`src/rtl/ccu_snoop_data_fwd.sv`:
```
`default_nettype none
// ============================================================================
//  Module   : ccu_snoop_data_fwd
//  Brief    : Snoop-data forwarder for the CCU control path. Consumes one
//             cache line of CD beats per command and returns the requested
//             word window on the slave R channel with ACE shared/dirty bits.
//             Also handles invalid-ack and drop-only commands, and flags CD
//             last-bit protocol errors.
//  Revision : 1.0 - initial release
// ============================================================================
module ccu_snoop_data_fwd #(
  parameter int unsigned AxiDataWidth    = 64,
  parameter int unsigned DcacheLineWidth = 256,
  parameter int unsigned FifoDepth       = 4,
  parameter int unsigned IdWidth         = 4,
  parameter int unsigned AddrWidth       = 64
) (
  input  logic                    clk_i,
  input  logic                    rst_ni,
  // snoop-unit command
  input  logic                    req_valid_i,
  output logic                    req_ready_o,
  input  logic [1:0]              req_op_i,
  input  logic [IdWidth-1:0]      req_id_i,
  input  logic [AddrWidth-1:0]    req_addr_i,
  input  logic [7:0]              req_len_i,
  input  logic                    req_shared_i,
  input  logic                    req_dirty_i,
  // CD snoop data beats
  input  logic                    cd_valid_i,
  output logic                    cd_ready_o,
  input  logic [AxiDataWidth-1:0] cd_data_i,
  input  logic                    cd_last_i,
  // slave R channel
  output logic                    r_valid_o,
  input  logic                    r_ready_i,
  output logic [AxiDataWidth-1:0] r_data_o,
  output logic [IdWidth-1:0]      r_id_o,
  output logic [3:0]              r_resp_o,
  output logic                    r_last_o,
  // status
  output logic                    proto_err_o,
  output logic                    busy_o
);

  // Beats per line and derived widths. The word counter is at least one bit
  // wide so a single-beat line still has a legal (constant zero) counter.
  localparam int unsigned c_n     = DcacheLineWidth / AxiDataWidth;
  localparam int unsigned c_kw    = (c_n > 1) ? $clog2(c_n) : 1;
  localparam int unsigned c_off   = $clog2(AxiDataWidth / 8);
  localparam int unsigned c_sw    = c_kw + 9;
  localparam int unsigned c_pw    = $clog2(FifoDepth);
  localparam int unsigned c_cw    = $clog2(FifoDepth + 1);
  localparam logic [c_kw-1:0] c_klast = c_kw'(c_n - 1);
  localparam logic [c_pw-1:0] c_plast = c_pw'(FifoDepth - 1);
  localparam logic [c_cw-1:0] c_full  = c_cw'(FifoDepth);

  localparam logic [1:0] c_op_read = 2'd1;
  localparam logic [1:0] c_op_drop = 2'd2;

  typedef enum logic [1:0] {
    ST_IDLE = 2'd0,
    ST_ACK  = 2'd1,
    ST_DATA = 2'd2
  } state_e;

  state_e r_state, w_state_nxt;

  logic [IdWidth-1:0] r_id;
  logic               r_shared;
  logic               r_dirty;
  logic               r_read;        // 1: forward window, 0: drop-only
  logic [c_kw-1:0]    r_s;
  logic [c_kw-1:0]    r_e;
  logic [c_kw-1:0]    r_k;
  logic               r_line_done;
  logic               r_last_popped;
  logic               r_perr;

  // beat FIFO: {last tag, data}
  logic [AxiDataWidth:0] r_mem [FifoDepth];
  logic [c_pw-1:0]       r_wptr;
  logic [c_pw-1:0]       r_rptr;
  logic [c_cw-1:0]       r_cnt;

  logic              w_req_hs;
  logic [c_kw-1:0]   w_start;
  logic [c_sw-1:0]   w_sum;
  logic [c_kw-1:0]   w_end;
  logic              w_in_window;
  logic              w_full;
  logic              w_empty;
  logic              w_cd_hs;
  logic              w_k_last;
  logic              w_push;
  logic              w_pop;
  logic              w_head_last;
  logic              w_line_ended;
  logic              w_unused;

  // Start word is the word offset of the address inside the line.
  generate
    if (c_n > 1) begin : g_start_multi
      assign w_start = req_addr_i[c_off +: c_kw];
    end else begin : g_start_single
      assign w_start = '0;
    end
  endgenerate

  // Address bits outside the word offset carry no meaning here.
  assign w_unused = ^req_addr_i;

  // End word clipped to the last word of the line; wide sum avoids wrap.
  assign w_sum = c_sw'(w_start) + c_sw'(req_len_i);
  assign w_end = (w_sum >= c_sw'(c_n - 1)) ? c_klast : w_sum[c_kw-1:0];

  assign w_req_hs    = req_valid_i && req_ready_o;
  assign w_full      = (r_cnt == c_full);
  assign w_empty     = (r_cnt == '0);
  assign w_k_last    = (r_k == c_klast);
  assign w_in_window = r_read && (r_k >= r_s) && (r_k <= r_e);
  assign w_cd_hs     = cd_valid_i && cd_ready_o;
  assign w_push      = w_cd_hs && w_in_window;
  assign w_pop       = (r_state == ST_DATA) && !w_empty && r_ready_i;
  assign w_head_last = r_mem[r_rptr][AxiDataWidth];
  assign w_line_ended = r_line_done || (w_cd_hs && w_k_last);

  // Next-state logic
  always_comb begin
    w_state_nxt = r_state;
    case (r_state)
      ST_IDLE: begin
        if (req_valid_i) begin
          if (req_op_i == c_op_read || req_op_i == c_op_drop) begin
            w_state_nxt = ST_DATA;
          end else begin
            w_state_nxt = ST_ACK;
          end
        end
      end
      ST_ACK: begin
        if (r_ready_i) begin
          w_state_nxt = ST_IDLE;
        end
      end
      ST_DATA: begin
        if (w_line_ended && (!r_read || r_last_popped || (w_pop && w_head_last))) begin
          w_state_nxt = ST_IDLE;
        end
      end
      default: w_state_nxt = ST_IDLE;
    endcase
  end

  // Handshake and R channel outputs
  always_comb begin
    req_ready_o = (r_state == ST_IDLE);
    cd_ready_o  = 1'b0;
    r_valid_o   = 1'b0;
    r_data_o    = '0;
    r_id_o      = '0;
    r_resp_o    = '0;
    r_last_o    = 1'b0;
    case (r_state)
      ST_ACK: begin
        r_valid_o = 1'b1;
        r_id_o    = r_id;
        r_last_o  = 1'b1;
      end
      ST_DATA: begin
        cd_ready_o = !r_line_done && (!w_in_window || !w_full);
        if (!w_empty) begin
          r_valid_o = 1'b1;
          r_data_o  = r_mem[r_rptr][AxiDataWidth-1:0];
          r_last_o  = w_head_last;
          r_id_o    = r_id;
          r_resp_o  = {r_shared, r_dirty, 2'b00};
        end
      end
      default: ;
    endcase
  end

  assign proto_err_o = r_perr;
  assign busy_o      = (r_state != ST_IDLE);

  // State register, command capture and CD line tracking
  always_ff @(posedge clk_i) begin
    if (!rst_ni) begin
      r_state       <= ST_IDLE;
      r_id          <= '0;
      r_shared      <= 1'b0;
      r_dirty       <= 1'b0;
      r_read        <= 1'b0;
      r_s           <= '0;
      r_e           <= '0;
      r_k           <= '0;
      r_line_done   <= 1'b0;
      r_last_popped <= 1'b0;
      r_perr        <= 1'b0;
    end else begin
      r_state <= w_state_nxt;
      r_perr  <= w_cd_hs && (cd_last_i != w_k_last);
      if (w_req_hs) begin
        r_id          <= req_id_i;
        r_shared      <= req_shared_i;
        r_dirty       <= req_dirty_i;
        r_read        <= (req_op_i == c_op_read);
        r_s           <= w_start;
        r_e           <= w_end;
        r_k           <= '0;
        r_line_done   <= 1'b0;
        r_last_popped <= 1'b0;
      end else if (r_state == ST_DATA) begin
        if (w_cd_hs) begin
          if (w_k_last) begin
            r_line_done <= 1'b1;
          end else begin
            r_k <= r_k + c_kw'(1);
          end
        end
        if (w_pop && w_head_last) begin
          r_last_popped <= 1'b1;
        end
      end
    end
  end

  // FIFO pointers and occupancy; reset empties the FIFO
  always_ff @(posedge clk_i) begin
    if (!rst_ni) begin
      r_wptr <= '0;
      r_rptr <= '0;
      r_cnt  <= '0;
    end else begin
      if (w_push) begin
        r_wptr <= (r_wptr == c_plast) ? '0 : r_wptr + c_pw'(1);
      end
      if (w_pop) begin
        r_rptr <= (r_rptr == c_plast) ? '0 : r_rptr + c_pw'(1);
      end
      if (w_push && !w_pop) begin
        r_cnt <= r_cnt + c_cw'(1);
      end else if (w_pop && !w_push) begin
        r_cnt <= r_cnt - c_cw'(1);
      end
    end
  end

  // FIFO storage; the last tag marks the final word of the window
  always_ff @(posedge clk_i) begin
    if (w_push) begin
      r_mem[r_wptr] <= {(r_k == r_e), cd_data_i};
    end
  end

endmodule
`default_nettype wire

```
`config.mk`:
```
export PLATFORM = sky130hd
export DESIGN_NAME = ccu_snoop_data_fwd
export DESIGN_NICKNAME = d
export VERILOG_FILES = /design/src/rtl/ccu_snoop_data_fwd.sv
export SDC_FILE = /design/constraint.sdc
export NUM_CORES = 1
export LEC_CHECK = 0
export ABC_AREA = 1
export CAP_MARGIN = 25
export CELL_PAD_IN_SITES_DETAIL_PLACEMENT = 0
export CELL_PAD_IN_SITES_GLOBAL_PLACEMENT = 1
export CORE_MARGIN = 4
export CORE_UTILIZATION = 44
export CTS_CLUSTER_DIAMETER = 150
export DETAILED_ROUTE_END_ITERATION = 8
export PLACE_DENSITY_LB_ADDON = 0.1
export SLEW_MARGIN = 20
export SYNTH_ARGS = -nofsm -noshare
export SYNTH_HDL_FRONTEND = slang
export SYNTH_SLANG_ARGS = --single-unit
```
`constraint.sdc`:
```
create_clock -name clk_i -period 10.2 [get_ports clk_i]
set_clock_uncertainty 0.2 [all_clocks]
set_input_delay 1.53 -clock clk_i [delete_from_list [all_inputs] [get_ports clk_i]]
set_output_delay 1.53 -clock clk_i [all_outputs]
set_load 0.01 [all_outputs]
```
==> reports/summary.txt, run 1 <==
# rows -> 58
gr usage total -> 16.8%
crit path DAT -> 3610 ps
WP data required -> 8470 ps
Tmin final -> 5340 ps
clock latency on the worst-skew pair -> 530 ps
Hold Path Stages -> 2
Max Cap Viol -> 0
DP Area -> 0.0134 sq mm
most frequent cells in the layout -> nor2_1 (280), edfxtp_1 (260), clkdlybuf4s50_1 (163), o21ai_0 (105), a21oi_1 (84)
Layout Area Growth over Synthesis -> 24.7%
cell count after synthesis -> 973
Worst R2R End -> r_mem[3][32]
clk sink count -> 287
initial antenna violation count -> 1
Initial Util -> 45.2%
RSZ-0062 raised after global routing -> no
final count of pins violating max slew -> 0
PostCTS Resize Cnt -> 0
Final Setup Violations -> 0
Yosys Warn Count -> 0
Clk Tree Root Cell -> clkbuf_16
most common cell after layout, fill and taps aside -> nor2_1
Max IR drop VDD -> 0.000108 V
DIE AREA -> 0.0288 sq mm
Num CTS Buffers -> 29
antenna viol nets, final -> 0
Crit Path Max Fanout -> 86
CTS clk-pin slew, worst paths -> 60 ps
worst hold path startpoint -> r_id[1]
Finished Cell Area -> 0.0143 sq mm
Tot Pwr -> 2540 uW
Reg2Reg Depth -> 10
final worst path period share -> 52.3%
gp weighted congestion -> 0.716
Leakage -> 0.00493 uW
DIE WIDTH -> 170 um
Seq/Total Area, Yosys -> 72.7%
detailed placement HPWL -> 13.6 mm
status -> completed
DRT Pass-1 Iters -> 5
clock buffer depth -> 3
WL/cell -> 16.8 um
Primary FF master, synth -> edfxtp_1
first-pass GRT wire length -> 38.1 mm
Antenna Cells -> 0
synth unique cells -> 32
postcts setup bufs -> 0
setup TNS -> 0 ps
# H-tree levels -> 1
hold_buf cts -> 0
total global routing overflow -> 0
core area -> 0.0254 sq mm
EDFF count, synth -> 260
Slew headroom -> 36.1%
# DRC -> 0
Vias/cell -> 4.99
TritonCTS clock tree -> done
CP Class -> flip-flop to primary output
Hold Fails Final Rpt -> 0
io pins -> 228
PwrDens -> 177 mW/mm^2
IO buf count -> 163
hold worst-path end -> r_id[1]
hold crit path type -> flip-flop to flip-flop
die height -> 170 um
vias in the first global route -> 7,174
share of layout cells above drive strength 1 -> 5.93%
worst r2r src -> r_k[0]
fmax -> 0.187 GHz
CP Capture Type -> primary output
Slew @ Worst Pin -> 959 ps
number of synthesized register bits -> 287
largest net degree at the start of global routing -> 87
drt total wl -> 24.7 mm
nets -> 1,293
Fill cells -> 2,186
Vias -> 7,367
DR iter-0 viols -> 503
ys async rst share -> 0%
FF-to-FF setup slack -> 6460 ps
Synth Cell Area -> 0.0115 sq mm
CP startpoint kind -> flip-flop
Mean Syn Cell Area -> 11.8 sq um
## cell families (layout without fill, tap and decap cells)
group / count (synthesis) / count (layout) / synth area share [%]
XOR/XNOR: 1 / 1 / 0.0763
other: 1 / 2 / 0.0326
AND/OR/NAND/NOR: 331 / 331 / 11.2
adder cells (fa/ha/maj): 19 / 19 / 2.20
flip-flops: 287 / 287 / 72.7
AO/OA/AOI/OAI: 235 / 235 / 10.4
buffers and inverters: 99 / 271 / 3.52
## power by group
| part | total [uW] | switching [uW] | internal, uW |
|---|---|---|---|
| Combinational | 237 | 132 | 105 |
| Clock | 979 | 408 | 571 |
| Sequential | 1320 | 12.5 | 1310 |
| Total | 2540 | 553 | 1990 |
## worst max path at each step
stage,endpoint,cells past startpoint
finish,r_data_o[7],5
detailed placement,r_data_o[7],5
floorplan,r_mem[0][0],2
global placement,r_mem[1][29],4
CTS,r_data_o[7],5
global route,r_data_o[7],5
## sequential cells by signal (all words and copies together) (netlist names), named ones only
signal / cells
r_mem: 260
r_id: 4
r_cnt: 3
r_e: 2
r_k: 2
r_rptr: 2
r_s: 2
r_state: 2
r_wptr: 2
proto_err_o: 1
r_dirty: 1
r_last_popped: 1
r_line_done: 1
r_read: 1
r_shared: 1
## worst max-delay path, stage by stage, from the launching register on
cell,delay [ps]
dfxtp_4,750
clkinv_2,670
buf_4,590
o21ai_0,320
a21oi_1,120
clkdlybuf4s50_1,530
## synth_stat cells, types with 8 or more instances
cell	number	area [sq um]
nand3_1	8	40.0
clkbuf_1	27	101
a21oi_1	84	420
inv_1	39	146
edfxtp_1	260	7810
o21ai_1	40	200
nor2_1	284	1070
dfxtp_1	27	541
ha_1	17	213
buf_2	14	70.1
o21ai_0	105	526
buf_1	10	37.5
nand2_1	29	109
## layer usage
metal / vias up / track usage [%] / share of wire, %
met3: 31 / 2.84 / 4.8
met4: 2 / 3.71 / 1.5
li1: 3688 / - / -
met2: 142 / 29.4 / 50
met5: - / 0 / 0.049
met1: 3504 / 22.3 / 44
## metrics by stage
stage | cells | setup slack, ps | utilization (%) | hold slack, ps
finish | 1476 | 4860 | 56.4 | 255
global route | 1476 | 4590 | 56.4 | 273
CTS | 1476 | 4770 | 56.4 | 258
detailed placement | 1423 | 5360 | 52.9 | 250
global placement | 1422 | 5350 | 52.8 | 245
floorplan | 974 | 5010 | - | 229
## layout make-up
| class | instances | area [sq um] | share of cell area (%) |
|---|---|---|---|
| inverter | 45 | 170 | 1.19 |
| clock buffer | 37 | 796 | 5.55 |
| timing repair buffer | 173 | 1730 | 12.1 |
| tap | 330 | 413 | 2.88 |
| multi-input combinational | 588 | 2770 | 19.3 |
| clock inverter | 16 | 100 | 0.699 |
| sequential | 287 | 8350 | 58.3 |
Note: power is estimated with default switching activity, not from simulation.
==> run 2, diff against run 1 <==
Settings changed: CORE_UTILIZATION 44 to 37.
Clock period 10.2 ns to 4.8 ns, I/O delays scaled along.
==> run 2 against run 1 <==
Combinational power is 120% higher. Largest cell class unchanged. Die area is 18% higher. Critical path depth is 1 higher. Total power is 120% higher.
==> reports/summary.txt, run 2 (same netlist as run 1, synthesis figures left out) <==
hold worst-path end -> r_dirty
Comb power frac -> 9.4% (about the same)
io pins -> 228 (unchanged)
P_int -> 4300 uW (+120%)
CP Class -> flip-flop to primary output
fin util -> 47.5% (-8.9 points)
vias in the first global route -> 7,415 (+3.4%)
gr usage total -> 15.3% (-1.5 points)
largest net degree at the start of global routing -> 74 (-15%)
total global routing overflow -> 0 (unchanged)
Clk Tree Root Cell -> clkbuf_16
Final Setup Violations -> 0 (unchanged)
setup TNS -> 0 ps (unchanged)
Crit Path Max Fanout -> 68 (-21%)
CP Capture Type -> primary output
clock buffer depth -> 3 (unchanged)
status -> completed
gp weighted congestion -> 0.721 (+0.71%)
DR iter-0 viols -> 364 (-28%)
Slew @ Worst Pin -> 934 ps (-25.0 ps)
Vias/cell -> 4.78 (-4.2%)
DRT Pass-1 Iters -> 4 (-1)
# DRC -> 0 (unchanged)
hold_buf cts -> 0 (unchanged)
Tmin final -> 3650 ps
Slew headroom -> 37.7% (+1.7 points)
core area -> 0.0306 sq mm (+20%)
clock latency on the worst-skew pair -> 540 ps (about the same)
Worst R2R End -> r_mem[3][38]
DIE WIDTH -> 184 um (+8.6%)
drt total wl -> 26.3 mm (+6.5%)
antenna viol nets, final -> 0 (unchanged)
initial antenna violation count -> 3 (+2)
worst hold path startpoint -> r_dirty
biggest regs -> r_mem x260, r_id x4, r_cnt x3
# rows -> 64 (+10%)
crit path DAT -> 2730 ps (-880 ps)
Net Sw Frac -> 21.8% (about the same)
CP max stage cell -> buf_4
WP data required -> 3880 ps (-4590 ps)
CTS clk-pin slew, worst paths -> 60 ps (about the same)
final count of pins violating max slew -> 0 (unchanged)
Vias -> 7,398 (+0.42%)
Top reg by flops -> r_mem
Max IR drop VDD -> 0.000242 V (+120%)
postcts setup bufs -> 0 (unchanged)
WL/cell -> 17.0 um (+1.6%)
crit-path max cell delay -> 610 ps (-140 ps)
nets -> 1,298 (+0.39%)
Leakage -> 0.00497 uW (+0.88%)
PwrDens -> 378 mW/mm^2 (+110%)
IO buf count -> 163 (unchanged)
RSZ-0062 raised after global routing -> no
most used cell, CP -> nor2_1
Initial Util -> 37.6% (-7.7 points)
Hold Fails Final Rpt -> 0 (unchanged)
detailed placement HPWL -> 14.4 mm (+6.0%)
CP startpoint kind -> flip-flop
Largest register FFs -> 260 (unchanged)
Clk pwr share -> 39.6% (+1.0 points)
FF-to-FF setup slack -> 1680 ps (-4780 ps)
clk sink count -> 287 (unchanged)
Layout Area Growth over Synthesis -> 26.6%
fmax -> 0.274 GHz
most frequent cells in the layout -> nor2_1 (280), edfxtp_1 (260), clkdlybuf4s50_1 (163), o21ai_0 (105), a21oi_1 (84)
Antenna Cells -> 0 (unchanged)
worst r2r src -> r_k[0]
share of layout cells above drive strength 1 -> 5.90% (-0.031 points)
PostCTS Resize Cnt -> 0 (unchanged)
Hold Path Stages -> 2 (unchanged)
CP Cell Sequence -> buf_4 -> nor2_1 -> nor2_1 -> o21ai_0 -> a21oi_1 -> clkdlybuf4s50_1
first-pass GRT wire length -> 40.7 mm (+6.7%)
die height -> 184 um (+8.6%)
DIE AREA -> 0.0339 sq mm (+18%)
hold crit path type -> flip-flop to flip-flop
# H-tree levels -> 1 (unchanged)
Max Cap Viol -> 0 (unchanged)
TritonCTS clock tree -> done
final worst path period share -> 75.9%
most common cell after layout, fill and taps aside -> nor2_1
Sw Pwr -> 1200 uW (+120%)
sequential share of power -> 51.1% (-1.0 points)
Reg2Reg Depth -> 10 (unchanged)
Num CTS Buffers -> 31 (+6.9%)
==> run 2: changes by cell type in the layout (fill, tap and decap cells not counted), sizes merged <==
cell / delta
inv: +1
clkinv: -6
bufinv: +1
buf: +3
clkbuf: +7
==> run 2: area by class of cell <==
type                            instances  area (sq um)
Multi-Input combinational cell        588          2770
Fill cell                            2803         16000
Clock buffer                           44           825
Timing Repair Buffer                  176          1820
Inverter                               45           171
Sequential cell                       287          8350
Clock inverter                         12           109
Tap cell                              396           495
==> run 2: layer usage <==
| metal | track usage, % | share of wire (%) | vias to the layer above |
|---|---|---|---|
| li1 | - | - | 3703 |
| met1 | 19.7 | 43 | 3490 |
| met2 | 26.8 | 49 | 147 |
| met3 | 3.18 | 4.8 | 52 |
| met4 | 3.79 | 2.2 | 6 |
| met5 | 0 | 0.13 | - |
==> run 2: worst max-delay path by stage <==
stage | cells after the start | from | endpoint
floorplan | 9 | r_k[0] | r_mem[0][0]
global placement | 4 | cd_valid_i | r_mem[3][29]
detailed placement | 4 | cd_valid_i | r_mem[3][29]
CTS | 6 | flip-flop | r_data_o[60]
global route | 6 | flip-flop | r_data_o[8]
finish | 6 | flip-flop | r_data_o[60]
==> run 2: critical path, delay by kind of cell, from the launching register on <==
family	cells	cell delay (ps)
buf+inv	2	1210
compound gates	2	390
flops	1	360
simple gates	2	230
==> run 2: per-stage QoR <==
step           cells  area (sq um)  setup slack, ps  hold WS [ps]  power (uW)
2_1_floorplan    974         11500              102           229        3140
3_3_place_gp    1492         13600             1490           243        3380
3_5_place_dp    1492         13600             1520           249        3390
4_1_cts         1548         14500             1050           259        5580
5_1_grt         1548         14500              950           276        5770
6_report        1548         14500             1150           257        5500
==> run 2: power groups by stage <==
stage	logic, uW	clock network, uW	registers (uW)
3_5_place_dp	524	0	2860
2_1_floorplan	279	0	2860
6_report	515	2180	2810
5_1_grt	589	2360	2810
4_1_cts	527	2250	2810
3_3_place_gp	521	0	2860
==> run 3, diff against run 2 <==
Settings changed: CORE_UTILIZATION 37 to 41.
Clock period 4.8 ns to 3.6 ns, I/O delays scaled along.
==> run 3 against run 2 <==
Design area up 0.43%. Via count grew 0.57%. Die area down 9.3%. Sequential share of layout area shrank 0.25 points. Count of clock-buffer cells in the layout down 5. Sequential power increased by 33%. Flip-flop and latch count did not move. Highest routed layer unchanged.
==> reports/summary.txt, run 3 (same netlist as run 1, synthesis figures left out) <==
DIE AREA -> 0.0308 sq mm (-9.3%)
CP startpoint kind -> flip-flop
Layout Area Growth over Synthesis -> 27.1%
DIE WIDTH -> 175 um (-4.8%)
total global routing overflow -> 0 (unchanged)
postcts setup bufs -> 0 (unchanged)
clock latency on the worst-skew pair -> 540 ps (about the same)
vias in the first global route -> 7,378 (-0.50%)
Hold Fails Final Rpt -> 0 (unchanged)
Final Setup Violations -> 0 (unchanged)
# DRC -> 0 (unchanged)
initial antenna violation count -> 3 (unchanged)
crit-path max cell delay -> 600 ps (about the same)
WHS -> 254 ps (-2.81 ps)
CP startpoint -> r_state[0]
sequential share of power -> 50.5% (-0.6 points)
M1 GR Usage -> 21.5% (+1.8 points)
most frequent cells in the layout -> nor2_1 (280), edfxtp_1 (260), clkdlybuf4s50_1 (163), o21ai_0 (105), a21oi_1 (84)
final count of pins violating max slew -> 0 (unchanged)
PwrDens -> 508 mW/mm^2 (+34%)
most used cell, CP -> inv_1
largest net degree at the start of global routing -> 66 (-11%)
Vias/cell -> 4.84 (+1.4%)
# H-tree levels -> 1 (unchanged)
met2 usage -> 28.5% (+1.7 points)
nets -> 1,302 (+0.31%)
# rows -> 61 (-4.7%)
status -> completed
DR iter-0 viols -> 456 (+25%)
clock buffer depth -> 3 (unchanged)
PostCTS Resize Cnt -> 0 (unchanged)
hold crit path type -> flip-flop to flip-flop
most common cell after layout, fill and taps aside -> nor2_1
Slew @ Worst Pin -> 898 ps (-35.7 ps)
Max Cap Viol -> 0 (unchanged)
Clk Tree Root Cell -> clkbuf_16
Num CTS Buffers -> 30 (-3.2%)
Net Sw Frac -> 21.7% (-0.029 points)
CP max stage cell -> clkdlybuf4s50_1
Largest register FFs -> 260 (unchanged)
clk sink count -> 287 (unchanged)
TritonCTS clock tree -> done
DP Cell Count -> 1,479 (-0.87%)
crit path to -> r_data_o[10]
gr usage total -> 16.4% (+1.0 points)
Max IR drop VDD -> 0.000399 V (+65%)
die height -> 175 um (-4.8%)
Reg2Reg Depth -> 17 (+7)
share of layout cells above drive strength 1 -> 6.83% (+0.93 points)
DRT Pass-1 Iters -> 4 (unchanged)
IO buf count -> 163 (unchanged)
detailed placement HPWL -> 14.3 mm (-0.92%)
fin cells -> 1,536 (-0.78%)
CP Class -> flip-flop to primary output
WP data required -> 2860 ps (-1020 ps)
Worst R2R End -> r_cnt[2]
RSZ-0062 raised after global routing -> no
CP Cell Sequence -> inv_1 -> ha_1 -> inv_1 -> nor2_4 -> inv_2 -> buf_12 -> a21oi_1 -> clkdlybuf4s50_1
Leakage -> 0.00503 uW (+1.3%)
biggest regs -> r_mem x260, r_id x4, r_cnt x3
core area -> 0.0277 sq mm (-9.4%)
Top reg by flops -> r_mem
WL/cell -> 16.5 um (-2.9%)
final worst path period share -> 93.8%
global routing's busiest layer -> met2
Crit Path Max Fanout -> 32 (-53%)
Clk pwr share -> 40.2% (+0.6 points)
antenna viol nets, final -> 0 (unchanged)
fmax -> 0.296 GHz
first-pass GRT wire length -> 39.8 mm (-2.2%)
io pins -> 228 (unchanged)
P_int -> 5810 uW (+35%)
worst r2r src -> r_k[0]
FF-to-FF setup slack -> 760 ps (-920 ps)
crit path DAT -> 2640 ps (-90 ps)
Vias -> 7,440 (+0.57%)
met3 GRT Util -> 3.06% (-0.12 points)
Tmin final -> 3380 ps
Fill cells -> 2,451 (-13%)
CTS clk-pin slew, worst paths -> 60 ps (about the same)
hold_buf cts -> 0 (unchanged)
CP Capture Type -> primary output
Initial Util -> 41.5% (+3.9 points)
drt total wl -> 25.4 mm (-3.7%)
gp weighted congestion -> 0.710 (-1.6%)
Sw Pwr -> 1610 uW (+35%)
Slew headroom -> 40.1% (+2.4 points)
Comb power frac -> 9.3% (about the same)
[run 3: cell count changes in the layout (fill, tap and decap cells not counted), sizes merged]
cell    before  now
buf         13   18
clkbuf      44   39
clkinv       9   14
diode        0    1
[run 3: area by class of cell]
type                    instances  area, sq um  share of cell area (%)
clock inverters                17          133                   0.908
inverters                      45          171                    1.17
multi-input cells             588         2770                    19.0
well taps                     378          473                    3.24
repair buffers                181         1850                    12.7
clock buffers                  39          846                    5.79
diodes                          1         2.50                  0.0171
flip-flops and latches        287         8350                    57.2
[run 3: per-layer routing]
metal	vias up	routed length, um	share of wire [%]
li1	3716	-	-
met1	3538	11100	44
met2	146	12700	50
met3	36	1210	4.8
met4	4	403	1.6
met5	-	27	0.11
[run 3: power by group through the flow]
stage          sequential, uW  combinational, uW  clock [uW]
6_report                 3750                689        2990
2_1_floorplan            3810                373           0
4_1_cts                  3750                705        3070
3_3_place_gp             3820                692           0
3_5_place_dp             3820                701           0
5_1_grt                  3750                793        3220
[run 3: through the flow]
| step | cell area [sq um] | TNS, ps | utilization [%] | power, uW | setup WS [ps] |
|---|---|---|---|---|---|
| finish | 14600 | 0 | 52.7 | 7420 | 223 |
| global route | 14600 | 0 | 52.7 | 7770 | 46.5 |
| CTS | 14600 | 0 | 52.7 | 7530 | 136 |
| detailed placement | 13600 | 0 | 49.2 | 4520 | 723 |
| global placement | 13600 | 0 | 49.2 | 4510 | 745 |
| floorplan | 11500 | -17920 | - | 4190 | -69.1 |
[run 3: worst min path at each step]
| stage | slack, ps | end | startpoint | cells after the start |
|---|---|---|---|---|
| after floorplan | 230 | r_dirty | r_dirty | 2 |
| after global placement | 240 | r_dirty | r_dirty | 2 |
| after detailed placement | 250 | r_id[2] | r_id[2] | 2 |
| after CTS | 260 | r_id[2] | r_id[2] | 2 |
| after global routing | 280 | r_id[2] | r_id[2] | 2 |
| final | 250 | r_dirty | r_dirty | 2 |
[run 3: critical path, delay by kind of cell, from the launching register on]
family	cells	cell delay, ps
adders and majority gates	1	160
DFF	1	320
and+or+nand+nor	1	170
AOI/OAI and AO/OA	1	260
buffers and inverters	5	1180
==> RTL change 1, RTL diff (settings of run 3) <==
Re-encode `state_e` (3 states) as one-hot, 3 bits wide.
--- a/src/rtl/ccu_snoop_data_fwd.sv
+++ b/src/rtl/ccu_snoop_data_fwd.sv
@@ -58,10 +58,10 @@
   localparam logic [1:0] c_op_read = 2'd1;
   localparam logic [1:0] c_op_drop = 2'd2;
 
-  typedef enum logic [1:0] {
-    ST_IDLE = 2'd0,
-    ST_ACK  = 2'd1,
-    ST_DATA = 2'd2
+  typedef enum logic [2:0] {
+    ST_IDLE = 3'b001,
+    ST_ACK  = 3'b010,
+    ST_DATA = 3'b100
   } state_e;
 
   state_e r_state, w_state_nxt;
Behaviour: no difference found for any inputs over 4 cycles, from zero or initial values and one cycle with rst_ni low; so few cycles prove little.
==> RTL change 1 against run 3 <==
  * Sequential cell count rose by 1
  * Critical path depth decreased by 2
  * Largest cell class unchanged
  * Area after synthesis rose by 0.21%
  * First-iteration DRC count increased by 4.4%
  * Highest routed layer unchanged
  * Combinational power fell by 37%
  * Clock power fell by 6%
  * Critical endpoint is now r_data_o[4]
  * Worst setup slack better by 0.015 ns
  * Cell area fell by 0.48%
  * Power shrank 6.0%
  * Wire length grew 2.0%
  * Critical path type unchanged
  * Via count is 0.50% higher
  * Global-route usage fell by 0.13 points
==> RTL change 1: results (changes against run 3) <==
| Metric | Value |
|---|---|
| Tot GR Track Use | 16.2% (was 16.4%) |
| Global-route wire length before repair | 39200 um (was 39800 um) |
| CP Max Fanout | 130 (was 32) |
| Clock tree buffer depth | 3 (unchanged) |
| Reg2Reg Launch Point | r_k[0] (unchanged) |
| Biggest regs | r_mem: 260 flops, r_id: 4 flops (was r_mem: 260 flops, r_id: 4 flops, r_cnt: 3 flops) |
| Distinct cells, synth | 33 (was 32) |
| Share of post-route cells with drive strength above 1 | 7.08% (was 6.83%) |
| Worst IR drop on VDD | 302 uV (was 399 uV) |
| Worst-Margin Slew | 0.676 ns (was 0.898 ns) |
| Synth Warn # | 0 (unchanged) |
| Nets | 1302 (unchanged) |
| Via/cell ratio | 4.86 (was 4.84) |
| Status | completed (unchanged) |
| Dpl hpwl | 14300 um (about the same) |
| CTS H-tree lvls | 1 (unchanged) |
| Largest net degree at the start of global routing | 131 (was 66) |
| Leak Pwr | 4.98 nW (was 5.03 nW) |
| Sequential area share after synthesis | 72.7% (about the same) |
| Vias in the first global route | 7136 (was 7378) |
| DRT Wirelength | 25900 um (was 25400 um) |
| Post-CTS sizing | 0 (unchanged) |
| Top post-synthesis cells by count | 276 x nor2_1, 260 x edfxtp_1, 142 x o21ai_0 (was 284 x nor2_1, 260 x edfxtp_1, 105 x o21ai_0) |
| Initial antenna violation count | 1 (was 3) |
| GPL Wtd Cong | 0.732 (was 0.710) |
| Ranking of synthesized cells by area | edfxtp_1 68%, nor2_1 9.0%, o21ai_0 6.2% (was edfxtp_1 68%, nor2_1 9.3%, dfxtp_1 4.7%) |
| Initial drt markers | 476 (was 456) |
| Clock transition at path regs | 0.06 ns (about the same) |
| Hold Startpoint | r_id[3] (was r_dirty) |
| Dpl cell area | 13600 um^2 (about the same) |
| N_diodes | 0 (was 1) |
RTL change 1: changes by cell type in the layout (fill, tap and decap cells not counted), moves of 3 or more:
cell,run 3,this run
buf_12,7,4
ha_1,17,14
o21ai_1,40,1
clkinv_1,7,10
nor2_1,280,272
o21ai_0,105,142
clkbuf_8,4,0
nand2_1,29,36
buf_4,11,15
RTL change 1: path summary, 6_finish.rpt:
kind	to	cells past startpoint	slack, ns
max	r_data_o[4]	6	0.24
min	r_id[3]	2	0.25
max reg2reg	r_cnt[2]	16	0.67
min reg2reg	r_id[3]	2	0.25
RTL change 1: final cells by class:
class / instances / area, um^2
clock buffer: 34 / 787
timing repair buffer: 182 / 1820
tap: 378 / 473
fill: 2386 / 13200
clock inverter: 21 / 125
sequential: 288 / 8370
multi-input combinational: 590 / 2780
inverter: 44 / 166
RTL change 1: per-stage QoR:
step	cells	setup TNS [ns]	hold slack (ns)	utilization (%)	setup WS (ns)
2_1_floorplan	976	-260.84	0.229	-	-1.00
3_3_place_gp	1482	0	0.241	49.2	0.694
3_5_place_dp	1482	0	0.246	49.2	0.679
4_1_cts	1537	0	0.255	52.5	0.213
5_1_grt	1537	0	0.274	52.5	0.0800
6_report	1537	0	0.250	52.5	0.238
RTL change 1: kinds of logic (layout without fill, tap and decap cells):
kind of cell             Yosys count  count (layout)  synth area share [%]
adder cells (fa/ha/maj)           16              16                  1.87
buffers and inverters             98             281                  3.42
flip-flops                       288             288                  72.7
XOR/XNOR                           1               1                0.0761
AO/OA/AOI/OAI                    234             234                  10.3
other                              1               2                0.0326
AND/OR/NAND/NOR                  337             337                  11.6
RTL change 1: metal layers:
layer | track usage (%) | vias up | routed length [um]
li1 | - | 3722 | -
met1 | 21.3 | 3558 | 11600
met2 | 28.0 | 148 | 12600
met3 | 2.73 | 47 | 1070
met4 | 4.52 | 2 | 591
met5 | 0 | - | 12
RTL change 1: critical path: stages, from the launching register on:
cell             delay, ns
dfxtp_4               0.36
buf_12                0.43
nor2_1                0.11
nor2_1                0.09
o21ai_0               0.09
a21oi_1               0.29
clkdlybuf4s50_1       0.60
RTL change 1: where the power goes:
group	internal, mW	switching, mW
sequential	3.69	0.0246
clock	1.63	1.20
combinational	0.203	0.230
==> RTL change 2, RTL diff (flow settings as in run 3) <==
Made on the original files. Change the parameter `AxiDataWidth` from 64 to 128.
--- a/src/rtl/ccu_snoop_data_fwd.sv
+++ b/src/rtl/ccu_snoop_data_fwd.sv
@@ -9,7 +9,7 @@
 //  Revision : 1.0 - initial release
 // ============================================================================
 module ccu_snoop_data_fwd #(
-  parameter int unsigned AxiDataWidth    = 64,
+  parameter int unsigned AxiDataWidth    = 128,
   parameter int unsigned DcacheLineWidth = 256,
   parameter int unsigned FifoDepth       = 4,
   parameter int unsigned IdWidth         = 4,
Ports: changed (resized cd_data_i and r_data_o); port bits go from 228 to 356. The function was not compared with the original's and may differ.
==> RTL change 2 against run 3 <==
  * Power increased by 82%
  * Area after synthesis grew 84%
  * Count of clock-buffer cells in the layout increased by 28
  * Utilization grew 0.53 points
  * Worst setup slack lost 0.013 ns
  * Sequential cell count rose by 253
  * Wire length up 100%
  * Cell area increased by 84%
  * Critical path type unchanged
  * Largest cell class unchanged
  * Highest routed layer unchanged
==> RTL change 2: results (changes against run 3) <==
| Metric | Value |
|---|---|
| Crit path DAT | 2.65 ns (was 2.64 ns) |
| Critical path's top delay family | buffers and inverters (unchanged) |
| Worst IR drop on VDD | 348 uV (was 399 uV) |
| Synth Warn # | 0 (unchanged) |
| Mean Syn Cell Area | 12.4 um^2 (was 11.8 um^2) |
| Clock tree buffer depth | 3 (unchanged) |
| Dpl hpwl | 29300 um (was 14300 um) |
| Slowest stage cell, crit path | clkdlybuf4s50_1 (unchanged) |
| Post-synth EDFFs | 516 (was 260) |
| CP Max Fanout | 46 (was 32) |
| DR WL met2 | 25000 um (was 12700 um) |
| Largest net degree at the start of global routing | 130 (was 66) |
| Met3 GRT Util | 5.09% (was 3.06%) |
| Leak Pwr | 9.03 nW (was 5.03 nW) |
| Met3 Wirelength | 3350 um (was 1210 um) |
| Tot GR Track Use | 18.1% (was 16.4%) |
| Worst-Margin Slew | 0.778 ns (was 0.898 ns) |
| Sequential power | 7.01 mW (was 3.75 mW) |
| Sequential area share after synthesis | 75.7% (was 72.7%) |
| Biggest regs | r_mem: 516 flops, r_id: 4 flops, r_cnt: 3 flops (was r_mem: 260 flops, r_id: 4 flops, r_cnt: 3 flops) |
| Met1 Usage GRT | 23.5% (was 21.5%) |
| Hold Path Class | flop to flop (unchanged) |
| GR Layer Usage met2 | 30.3% (was 28.5%) |
| Crit path largest cell delay | 0.59 ns |
| Status | completed (unchanged) |
| GPL Wtd Cong | 0.732 (was 0.710) |
| Ys flop type | edfxtp_1 (unchanged) |
| Top post-synthesis cells by count | 536 x nor2_1, 516 x edfxtp_1, 271 x o21ai_0 (was 284 x nor2_1, 260 x edfxtp_1, 105 x o21ai_0) |
| FILL cells | 4364 (was 2451) |
| WL met1 | 21900 um (was 11100 um) |
| Drt pass-1 iters | 5 (was 4) |
| Nets | 2217 (was 1302) |
| Vias in the first global route | 13400 (was 7378) |
| Non-filler cells, final | 2706 (was 1536) |
| Distinct cells, synth | 29 (was 32) |
| Grt total ovfl | 0 (unchanged) |
| Root Buffer | clkbuf_16 (unchanged) |
| Asr flop ratio synth | 0% (unchanged) |
| Initial antenna violation count | 9 (was 3) |
| Clock latency at the later pin of the worst-skew pair | 0.60 ns (was 0.54 ns) |
| Clock buffer count from CTS | 55 (was 30) |
| CTS H-tree lvls | 2 (was 1) |
| Drt wl/cell | 18.9 um (was 16.5 um) |
| Switch Pwr | 2.87 mW (was 1.61 mW) |
| Clock transition at path regs | 0.06 ns (about the same) |
| Port bufs | 290 (was 163) |
| Initial drt markers | 809 (was 456) |
| Share of post-route cells with drive strength above 1 | 6.99% (was 6.83%) |
| Global-route wire length before repair | 78700 um (was 39800 um) |
| Via/cell ratio | 4.99 (was 4.84) |
| Flop pwr share | 51.9% (was 50.5%) |
| Placed Cells | 2601 (was 1479) |
| Max layer used | met5 (unchanged) |
| Ranking of synthesized cells by area | edfxtp_1 73%, nor2_1 9.5%, o21ai_0 6.4% (was edfxtp_1 68%, nor2_1 9.3%, dfxtp_1 4.7%) |
| Combinational Power | 1.03 mW (was 0.689 mW) |
==> RTL change 2: worst reg2reg max path, cell delays in order (launching register included) <==
cell     delay (ns)
dfxtp_2        0.39
ha_1           0.16
inv_1          0.04
nand2_1        0.04
nor2_1         0.07
nand2_1        0.09
nand2_2        0.07
nor2_4         0.16
nand3_4        0.20
inv_2          0.12
ha_1           0.14
inv_1          0.06
fa_1           0.38
nor2_1         0.11
nor2_1         0.04
nand2_1        0.08
o21ai_0        0.08
a21oi_1        0.15
==> RTL change 2: worst paths after layout <==
check	start	endpoint	slack, ns	cells after the start
hold reg to reg	r_last_popped	r_last_popped	0.25	2
hold / removal	r_last_popped	r_last_popped	0.25	2
setup / recovery	flop	r_data_o[117]	0.21	7
setup reg to reg	r_k	r_cnt[2]	0.95	17
==> RTL change 2: stage by stage <==
step	setup WS [ns]	cell area, um^2	utilization (%)
after floorplan	-0.101	21200	-
after global placement	0.641	25100	49.7
after detailed placement	0.656	25100	49.7
after CTS	0.0358	26800	53.2
after global routing	0.0433	26900	53.2
final	0.210	26900	53.2
==> RTL change 2: cell type report <==
cell class                      instances  area [um^2]  share of cell area, %
Sequential cell                       540        16000                   59.5
Inverter                               39          156                  0.582
Multi-Input combinational cell       1018         4590                   17.1
Clock inverter                         32          285                   1.06
Clock buffer                           67         1450                   5.40
Timing Repair Buffer                  335         3560                   13.3
Antenna cell                            3         7.51                 0.0279
Tap cell                              672          841                   3.13
==> RTL change 2: cell families after synthesis <==
logic type | share of synthesized area (%)
fa+ha+maj | 0.866
buf+inv | 2.90
compound gates | 10.1
other cells | 0.0178
simple gates | 10.4
xor+xnor | 0.0415
flops | 75.7
==> RTL change 2: repair_timing <==
action                                  in CTS  in global routing
setup buffers                                1                  2
endpoints found under the setup margin       3                 17
resized for setup                            1                  3
